==> config.mk <==
export PLATFORM = sky130hd
export DESIGN_NAME = decode
export DESIGN_NICKNAME = d
export VERILOG_FILES = /design/src/rtl/riscv_pkg.sv /design/src/rtl/decode_logic.sv /design/src/rtl/decode.sv
export SDC_FILE = /design/constraint.sdc
export NUM_CORES = 1
export LEC_CHECK = 0
export ABC_AREA = 1
export BUFFER_PORTS_ARGS = -buffer_cell sky130_fd_sc_hd__buf_2
export CORE_ASPECT_RATIO = 1.4
export CORE_UTILIZATION = 40
export DETAILED_ROUTE_END_ITERATION = 10
export GPL_TIMING_DRIVEN = 0
export PLACE_DENSITY_LB_ADDON = 0.2
export RECOVER_POWER = 25
export REMOVE_ABC_BUFFERS = 1
export SETUP_SLACK_MARGIN = 0.4
export SYNTH_ARGS = -nofsm -noshare
export SYNTH_HDL_FRONTEND = slang
export SYNTH_HIERARCHICAL = 1
export SYNTH_SLANG_ARGS = --single-unit
==> constraint.sdc <==
create_clock -name clk -period 1.62 [get_ports clk]
set_clock_uncertainty 0.05 [all_clocks]
set_input_delay 0 -clock clk [delete_from_list [all_inputs] [get_ports clk]]
set_output_delay 0 -clock clk [all_outputs]
set_load 0.01 [all_outputs]
==> src/rtl/riscv_pkg.sv <==
// Shared RV32I decode types: word/ALU/operand-select types, opcode and funct constants,
// the decoded-instruction payload and the output-buffer state encoding.
package riscv_pkg;

    localparam int unsigned XLEN    = 32;
    localparam int unsigned REG_AW  = 5;
    localparam int unsigned ALU_OPW = 4;

    typedef logic [XLEN-1:0]   word_t;
    typedef logic [REG_AW-1:0] reg_idx_t;

    typedef enum logic [ALU_OPW-1:0] {
        ALU_ADD  = 4'd0,
        ALU_SUB  = 4'd1,
        ALU_SLL  = 4'd2,
        ALU_SLT  = 4'd3,
        ALU_SLTU = 4'd4,
        ALU_XOR  = 4'd5,
        ALU_SRL  = 4'd6,
        ALU_SRA  = 4'd7,
        ALU_OR   = 4'd8,
        ALU_AND  = 4'd9,
        ALU_OP2  = 4'd10
    } alu_op_t;

    typedef enum logic [1:0] {
        OP1_RS1  = 2'd0,
        OP1_PC   = 2'd1,
        OP1_ZERO = 2'd2
    } op1_sel_t;

    typedef enum logic [1:0] {
        OP2_RS2  = 2'd0,
        OP2_IMM  = 2'd1,
        OP2_FOUR = 2'd2
    } op2_sel_t;

    typedef enum logic [1:0] {
        S_EMPTY = 2'd0,
        S_ONE   = 2'd1,
        S_FULL  = 2'd2
    } skid_state_t;

    localparam logic [6:0] OPC_LUI    = 7'b0110111;
    localparam logic [6:0] OPC_AUIPC  = 7'b0010111;
    localparam logic [6:0] OPC_JAL    = 7'b1101111;
    localparam logic [6:0] OPC_JALR   = 7'b1100111;
    localparam logic [6:0] OPC_BRANCH = 7'b1100011;
    localparam logic [6:0] OPC_LOAD   = 7'b0000011;
    localparam logic [6:0] OPC_STORE  = 7'b0100011;
    localparam logic [6:0] OPC_OP_IMM = 7'b0010011;
    localparam logic [6:0] OPC_OP     = 7'b0110011;

    localparam logic [2:0] F3_ADD_SUB = 3'b000;
    localparam logic [2:0] F3_SLL     = 3'b001;
    localparam logic [2:0] F3_SLT     = 3'b010;
    localparam logic [2:0] F3_SLTU    = 3'b011;
    localparam logic [2:0] F3_XOR     = 3'b100;
    localparam logic [2:0] F3_SRL_SRA = 3'b101;
    localparam logic [2:0] F3_OR      = 3'b110;
    localparam logic [2:0] F3_AND     = 3'b111;

    localparam logic [2:0] F3_BEQ  = 3'b000;
    localparam logic [2:0] F3_BNE  = 3'b001;
    localparam logic [2:0] F3_BLT  = 3'b100;
    localparam logic [2:0] F3_BGE  = 3'b101;
    localparam logic [2:0] F3_BLTU = 3'b110;
    localparam logic [2:0] F3_BGEU = 3'b111;

    localparam logic [2:0] F3_LB  = 3'b000;
    localparam logic [2:0] F3_LH  = 3'b001;
    localparam logic [2:0] F3_LW  = 3'b010;
    localparam logic [2:0] F3_LBU = 3'b100;
    localparam logic [2:0] F3_LHU = 3'b101;
    localparam logic [2:0] F3_SW  = 3'b010;
    localparam logic [2:0] F3_JALR = 3'b000;

    localparam logic [6:0] F7_BASE = 7'b0000000;
    localparam logic [6:0] F7_ALT  = 7'b0100000;

    typedef struct packed {
        alu_op_t  alu_op;
        op1_sel_t op1_sel;
        op2_sel_t op2_sel;
        reg_idx_t rs1;
        reg_idx_t rs2;
        reg_idx_t rd;
        logic     rd_we;
        word_t    imm;
        word_t    pc;
        logic     illegal;
    } dec_t;

    // Register/immediate ALU class from funct3; alt_sub/alt_sra come from insn[30].
    function automatic alu_op_t f3_to_alu(input logic [2:0] f3, input logic alt_sub,
                                          input logic alt_sra);
        alu_op_t op;
        op = ALU_ADD;
        case (f3)
            F3_ADD_SUB: op = alt_sub ? ALU_SUB : ALU_ADD;
            F3_SLL:     op = ALU_SLL;
            F3_SLT:     op = ALU_SLT;
            F3_SLTU:    op = ALU_SLTU;
            F3_XOR:     op = ALU_XOR;
            F3_SRL_SRA: op = alt_sra ? ALU_SRA : ALU_SRL;
            F3_OR:      op = ALU_OR;
            F3_AND:     op = ALU_AND;
            default:    op = ALU_ADD;
        endcase
        return op;
    endfunction

endpackage

==> src/rtl/decode_logic.sv <==
// Combinational RV32I decoder producing the execute-stage payload.
// Define ILLEGAL_INSN_EN to report unsupported encodings on the illegal flag.
module decode_logic
    import riscv_pkg::*;
(
    input  word_t insn_i,
    input  word_t pc_i,
    output dec_t  dec_o_c
);

    logic [6:0] opcode;
    logic [2:0] f3;
    logic [6:0] f7;
    word_t      imm_i;
    word_t      imm_s;
    word_t      imm_b;
    word_t      imm_u;
    word_t      imm_j;
    logic       bad;

    assign opcode = insn_i[6:0];
    assign f3     = insn_i[14:12];
    assign f7     = insn_i[31:25];

    assign imm_i = {{20{insn_i[31]}}, insn_i[31:20]};
    assign imm_s = {{20{insn_i[31]}}, insn_i[31:25], insn_i[11:7]};
    assign imm_b = {{19{insn_i[31]}}, insn_i[31], insn_i[7], insn_i[30:25], insn_i[11:8], 1'b0};
    assign imm_u = {insn_i[31:12], 12'b0};
    assign imm_j = {{11{insn_i[31]}}, insn_i[31], insn_i[19:12], insn_i[20], insn_i[30:21], 1'b0};

    // Any unsupported encoding still flows downstream as a harmless ADD without writeback.
    always_comb begin
        bad             = 1'b0;
        dec_o_c         = '0;
        dec_o_c.alu_op  = ALU_ADD;
        dec_o_c.op1_sel = OP1_RS1;
        dec_o_c.op2_sel = OP2_RS2;
        dec_o_c.rs1     = insn_i[19:15];
        dec_o_c.rs2     = insn_i[24:20];
        dec_o_c.rd      = insn_i[11:7];
        dec_o_c.pc      = pc_i;

        case (opcode)
            OPC_LUI: begin
                dec_o_c.alu_op  = ALU_OP2;
                dec_o_c.op1_sel = OP1_ZERO;
                dec_o_c.op2_sel = OP2_IMM;
                dec_o_c.imm     = imm_u;
                dec_o_c.rd_we   = 1'b1;
            end
            OPC_AUIPC: begin
                dec_o_c.op1_sel = OP1_PC;
                dec_o_c.op2_sel = OP2_IMM;
                dec_o_c.imm     = imm_u;
                dec_o_c.rd_we   = 1'b1;
            end
            OPC_JAL: begin
                dec_o_c.op1_sel = OP1_PC;
                dec_o_c.op2_sel = OP2_FOUR;
                dec_o_c.imm     = imm_j;
                dec_o_c.rd_we   = 1'b1;
            end
            OPC_JALR: begin
                dec_o_c.op1_sel = OP1_PC;
                dec_o_c.op2_sel = OP2_FOUR;
                dec_o_c.imm     = imm_i;
                dec_o_c.rd_we   = 1'b1;
                bad             = (f3 != F3_JALR);
            end
            OPC_BRANCH: begin
                dec_o_c.imm = imm_b;
                case (f3)
                    F3_BEQ, F3_BNE:   dec_o_c.alu_op = ALU_SUB;
                    F3_BLT, F3_BGE:   dec_o_c.alu_op = ALU_SLT;
                    F3_BLTU, F3_BGEU: dec_o_c.alu_op = ALU_SLTU;
                    default:          bad = 1'b1;
                endcase
            end
            OPC_LOAD: begin
                dec_o_c.op2_sel = OP2_IMM;
                dec_o_c.imm     = imm_i;
                dec_o_c.rd_we   = 1'b1;
                case (f3)
                    F3_LB, F3_LH, F3_LW, F3_LBU, F3_LHU: bad = 1'b0;
                    default:                             bad = 1'b1;
                endcase
            end
            OPC_STORE: begin
                dec_o_c.op2_sel = OP2_IMM;
                dec_o_c.imm     = imm_s;
                bad             = (f3 > F3_SW);
            end
            OPC_OP_IMM: begin
                dec_o_c.op2_sel = OP2_IMM;
                dec_o_c.imm     = imm_i;
                dec_o_c.rd_we   = 1'b1;
                dec_o_c.alu_op  = f3_to_alu(f3, 1'b0, insn_i[30]);
                if (f3 == F3_SLL) begin
                    bad = (f7 != F7_BASE);
                end else if (f3 == F3_SRL_SRA) begin
                    bad = (f7 != F7_BASE) && (f7 != F7_ALT);
                end
            end
            OPC_OP: begin
                dec_o_c.rd_we  = 1'b1;
                dec_o_c.alu_op = f3_to_alu(f3, insn_i[30], insn_i[30]);
                bad = !((f7 == F7_BASE) ||
                        ((f7 == F7_ALT) && ((f3 == F3_ADD_SUB) || (f3 == F3_SRL_SRA))));
            end
            default: bad = 1'b1;
        endcase

        if (insn_i[1:0] != 2'b11) begin
            bad = 1'b1;
        end
        if (bad) begin
            dec_o_c.alu_op = ALU_ADD;
            dec_o_c.rd_we  = 1'b0;
        end
        if (dec_o_c.rd == '0) begin
            dec_o_c.rd_we = 1'b0;
        end

`ifdef ILLEGAL_INSN_EN
        dec_o_c.illegal = bad;
`else
        dec_o_c.illegal = 1'b0;
`endif
    end

endmodule

==> src/rtl/decode.sv <==
// Decode stage: fetch/execute handshakes around decode_logic with a registered output buffer.
// SKID=1 gives a two-entry FIFO with a flopped in_ready; ILLEGAL_INSN_EN enables illegal reporting.
module decode
    import riscv_pkg::*;
#(
    parameter int unsigned SKID = 1
) (
    input  logic     clk,
    input  logic     resetn,
    input  logic     flush,
    input  logic     in_valid,
    output logic     in_ready,
    input  word_t    in_insn,
    input  word_t    in_pc,
    output logic     out_valid,
    input  logic     out_ready,
    output alu_op_t  out_alu_op,
    output op1_sel_t out_op1_sel,
    output op2_sel_t out_op2_sel,
    output logic [4:0] out_rs1,
    output logic [4:0] out_rs2,
    output logic [4:0] out_rd,
    output logic     out_rd_we,
    output word_t    out_imm,
    output word_t    out_pc,
    output logic     out_illegal
);

    dec_t        dec_c;
    skid_state_t state_q, state_d;
    dec_t        head_q, head_d;
    dec_t        tail_q, tail_d;
    logic        valid_q, valid_d;
    logic        in_ready_q, in_ready_d;
    logic        accept;
    logic        drain;

    decode_logic u_logic (
        .insn_i  (in_insn),
        .pc_i    (in_pc),
        .dec_o_c (dec_c)
    );

    // in_ready_q stays low through reset and rises on the first edge after it.
    generate
        if (SKID != 0) begin : g_skid
            assign in_ready = in_ready_q;
        end else begin : g_single
            assign in_ready = in_ready_q && (!valid_q || out_ready);
        end
    endgenerate

    assign accept = in_valid && in_ready;
    assign drain  = valid_q && out_ready;

    always_ff @(posedge clk or negedge resetn) begin
        if (!resetn) begin
            state_q    <= S_EMPTY;
            head_q     <= '0;
            tail_q     <= '0;
            valid_q    <= 1'b0;
            in_ready_q <= 1'b0;
        end else begin
            state_q    <= state_d;
            head_q     <= head_d;
            tail_q     <= tail_d;
            valid_q    <= valid_d;
            in_ready_q <= in_ready_d;
        end
    end

    // head_q is always the oldest entry; tail_q only holds data in S_FULL.
    always_comb begin
        state_d = state_q;
        head_d  = head_q;
        tail_d  = tail_q;

        case (state_q)
            S_EMPTY: begin
                if (accept) begin
                    head_d  = dec_c;
                    state_d = S_ONE;
                end
            end
            S_ONE: begin
                if (accept && drain) begin
                    head_d = dec_c;
                end else if (accept) begin
                    tail_d  = dec_c;
                    state_d = S_FULL;
                end else if (drain) begin
                    state_d = S_EMPTY;
                end
            end
            S_FULL: begin
                if (drain) begin
                    head_d  = tail_q;
                    state_d = S_ONE;
                end
            end
            default: state_d = S_EMPTY;
        endcase

        // Flush beats any same-cycle accept.
        if (flush) begin
            state_d = S_EMPTY;
        end

        valid_d    = (state_d != S_EMPTY);
        in_ready_d = (state_d != S_FULL);
    end

    assign out_valid   = valid_q;
    assign out_alu_op  = head_q.alu_op;
    assign out_op1_sel = head_q.op1_sel;
    assign out_op2_sel = head_q.op2_sel;
    assign out_rs1     = head_q.rs1;
    assign out_rs2     = head_q.rs2;
    assign out_rd      = head_q.rd;
    assign out_rd_we   = head_q.rd_we;
    assign out_imm     = head_q.imm;
    assign out_pc      = head_q.pc;
    assign out_illegal = head_q.illegal;

endmodule

==> impl_metrics.yaml <==
status:
  status: "finished, violations left"
  violations: "setup timing"
drt:
  drc: 0
  wl_per_cell_um: 20.0
  vias: 9718
  via_per_inst: 5.30
  drt_wl_total_um: 36700
  drt_iter0_markers: 895
  detail-route-antenna-nets: 0
  firstDrtPassIters: 5
synth:
  synth.avg_cell_area_um2: 7.31
  yosysSeqAreaShare_pct: 47.7
  synth_top_area_cell: "dfrtp_1"
  synth_top_cell_area_share_pct: 47.7
  synthCells: 1307
  synth_ff_type: "dfrtp_1"
  synth-seq-cells: 182
  yosys.cell_count.top_type: "nand2_1"
  netlist_area_mm2: 0.00956
  yosysWarningCount: 6
  ys_top_cells_by_area: "dfrtp_1 48%, nand2_1 26%, nand3_1 10%, buf_4 4.2%, buf_2 1.5%"
  synth_edf_count: 0
  synth_cell_type_count: 32
  ys_top_cells_by_count: "670 x nand2_1, 195 x nand3_1, 182 x dfrtp_1"
  synthArstFlopShare_pct: 100
timing:
  rsz0062_at_grt: "true"
  fin_crit_sh_pct: 107
  fmax_mhz: 575
  setup_ws_ns: -0.118
  setup_viol: 165
  fin_crit_ns: 1.74
  fin_hold_ws_ns: 0.0277
  worst-slew-pin-transition_ns: 0.657
  finalHoldViolCount: 0
  maxSlewHeadroom_pct: 56.1
  slew_violations: 0
power_and_ir_drop:
  p_leak_uw: 0.00762
  power_uw: 15300
  ir_drop_mv: 0.776
  p_per_area_mw_per_mm2: 1100
clock_tree:
  cts_tree: "yes"
  root_buffer: "clkbuf_16"
  clock_path_buffers: 2
  numCtsBuffers: 17
  clock-sinks: 182
  path_clk_slew_ns: 0.07
  insertion_delay_ns: 0.44
  h-tree-depth: 4
floorplanning:
  core_mm2: 0.0234
  rows: 66
  die_h_um: 185
  die_area_mm2: 0.0245
  start_util_pct: 40.9
  die_w_um: 133
  ios: 160
worst_setup_path:
  end_kind: "flop"
  criticalPathCategory: "reg2reg"
  critPathMaxFanout: 7
  r2r_setup_slack_ns: -0.12
  slowest_delay_ns: 0.57
  arrival_ns: 2.06
  crit_top_cell: "nor2_4"
  crit_path_start_kind: "flop"
  crit_chain: "buf_6, nor2_4, nor2_4, nor2_4, buf_12, buf_16, nand2_1, nand2_1"
  cp.required_ns: 1.95
  crit_slowest_cell: "dfrtp_4"
layout:
  drive_gt1_share_pct: 33.0
  nets: 1582
  antenna_cells: 0
  area_growth_pct: 45.1
  finalInstanceArea_mm2: 0.0139
global_route:
  grt_overflow: 0
  first_global_vias: 9012
  groute.usage.overall_pct: 27.5
  grt_pass1_wl_um: 51100
  grt_max_degree: 101
  antenna_found_initial: 0
worst_hold_path:
  worstHoldPathType: "in2reg"
placement:
  port_buffers: 159
  place.gp.congestion: 0.866
  dpl.hpwl_um: 15500
  postPlaceCellArea_mm2: 0.0103
flow_run:
  maxCapViolCount: 0
[cell families (layout without fill, tap and decap cells)]
| kind of cell | Yosys count | in the layout | share of synthesized area, % |
|---|---|---|---|
| compound gates | 35 | 35 | 2.66 |
| other cells | 1 | 1 | 0.0392 |
| flops | 182 | 182 | 47.7 |
| buf+inv | 167 | 381 | 9.51 |
| simple gates | 922 | 927 | 40.1 |
[power breakdown]
part	switching, uW	leakage (uW)	internal, uW
Sequential	582	0.00237	5390
Combinational	2510	0.00492	1960
Clock	1840	0.000330	2980
Total	4930	0.00762	10300
[per-layer routing]
metal  wire [um]  GRT usage [%]
met1       15600           35.1
met2       18100           47.5
met3        1870           3.72
met4        1170           9.98
met5           0              0
[cell usage in the layout (no fill, tap or decap), types with 10 or more instances in the layout]
cell and n:
nor2_1 21, nand2_1 508, nand2_2 124, buf_16 19
buf_2 158, buf_4 16, nand2_4 49, buf_6 12
nand3_1 194, buf_12 19, o21ai_0 10, dlygate4sd3_1 56
clkbuf_16 31, inv_1 35, dfrtp_1 180
[cell type report]
class	count	area, um^2
Fill cell	2069	9500
Timing Repair Buffer	303	3100
Clock inverter	12	224
Inverter	42	191
Multi-Input combinational cell	963	4920
Sequential cell	182	4560
Clock buffer	20	457
Tap cell	306	383
Timing Repair inverter	4	35.0
[critical path, delay by kind of cell (launching register included)]
family / cells / cell delay, ns
and+or+nand+nor: 5 / 0.54
DFF: 1 / 0.57
buffers and inverters: 3 / 0.50
[stage by stage]
stage	util (%)	setup TNS [ns]	setup WS, ns	cells
after global placement	42.7	-1384.31	-5.47	1647
after CTS	54.1	-0.468	-0.0174	1802
after detailed placement	44.2	-150.78	-1.19	1659
after floorplan	-	-380.72	-2.34	1182
final	59.3	-10.64	-0.118	1832
after global routing	59.3	-15.68	-0.147	1832
[registers in the layout (all words and copies together), names as in the netlist]
signal and count:
out_imm 32, out_rs2 5, out_rs1 5, out_op2_sel 2, state_q 2, out_alu_op 4
out_pc 32, out_op1_sel 2, out_rd 5, tail_q 89, out_rd_we 1, out_illegal 1
in_ready 1, out_valid 1
[repair_timing]
item | 4_1_cts | 5_1_grt
setup buffers | 32 | 13
resized for setup | 63 | 226
endpoints found under the hold margin | 234 | 0
pin swaps | 8 | 15
hold buffers | 56 | 0
setup endpoints to repair | 182 | 265
cloned | 23 | 17
[path summary, 6_finish.rpt]
kind | cells after the start | end | start
worst min register to register | 2 | tail_q[54] | tail_q[54]
worst max register to register | 8 | out_rd[1] | state_q[0]
worst max-delay path | 8 | out_rd[1] | state_q[0]
min in group asynchronous | 2 | out_rd[1] | resetn
max in group asynchronous | 3 | tail_q[40] | resetn
worst min-delay path | 5 | tail_q[84] | in_insn[5]
Power figures use the tool's default switching activity.
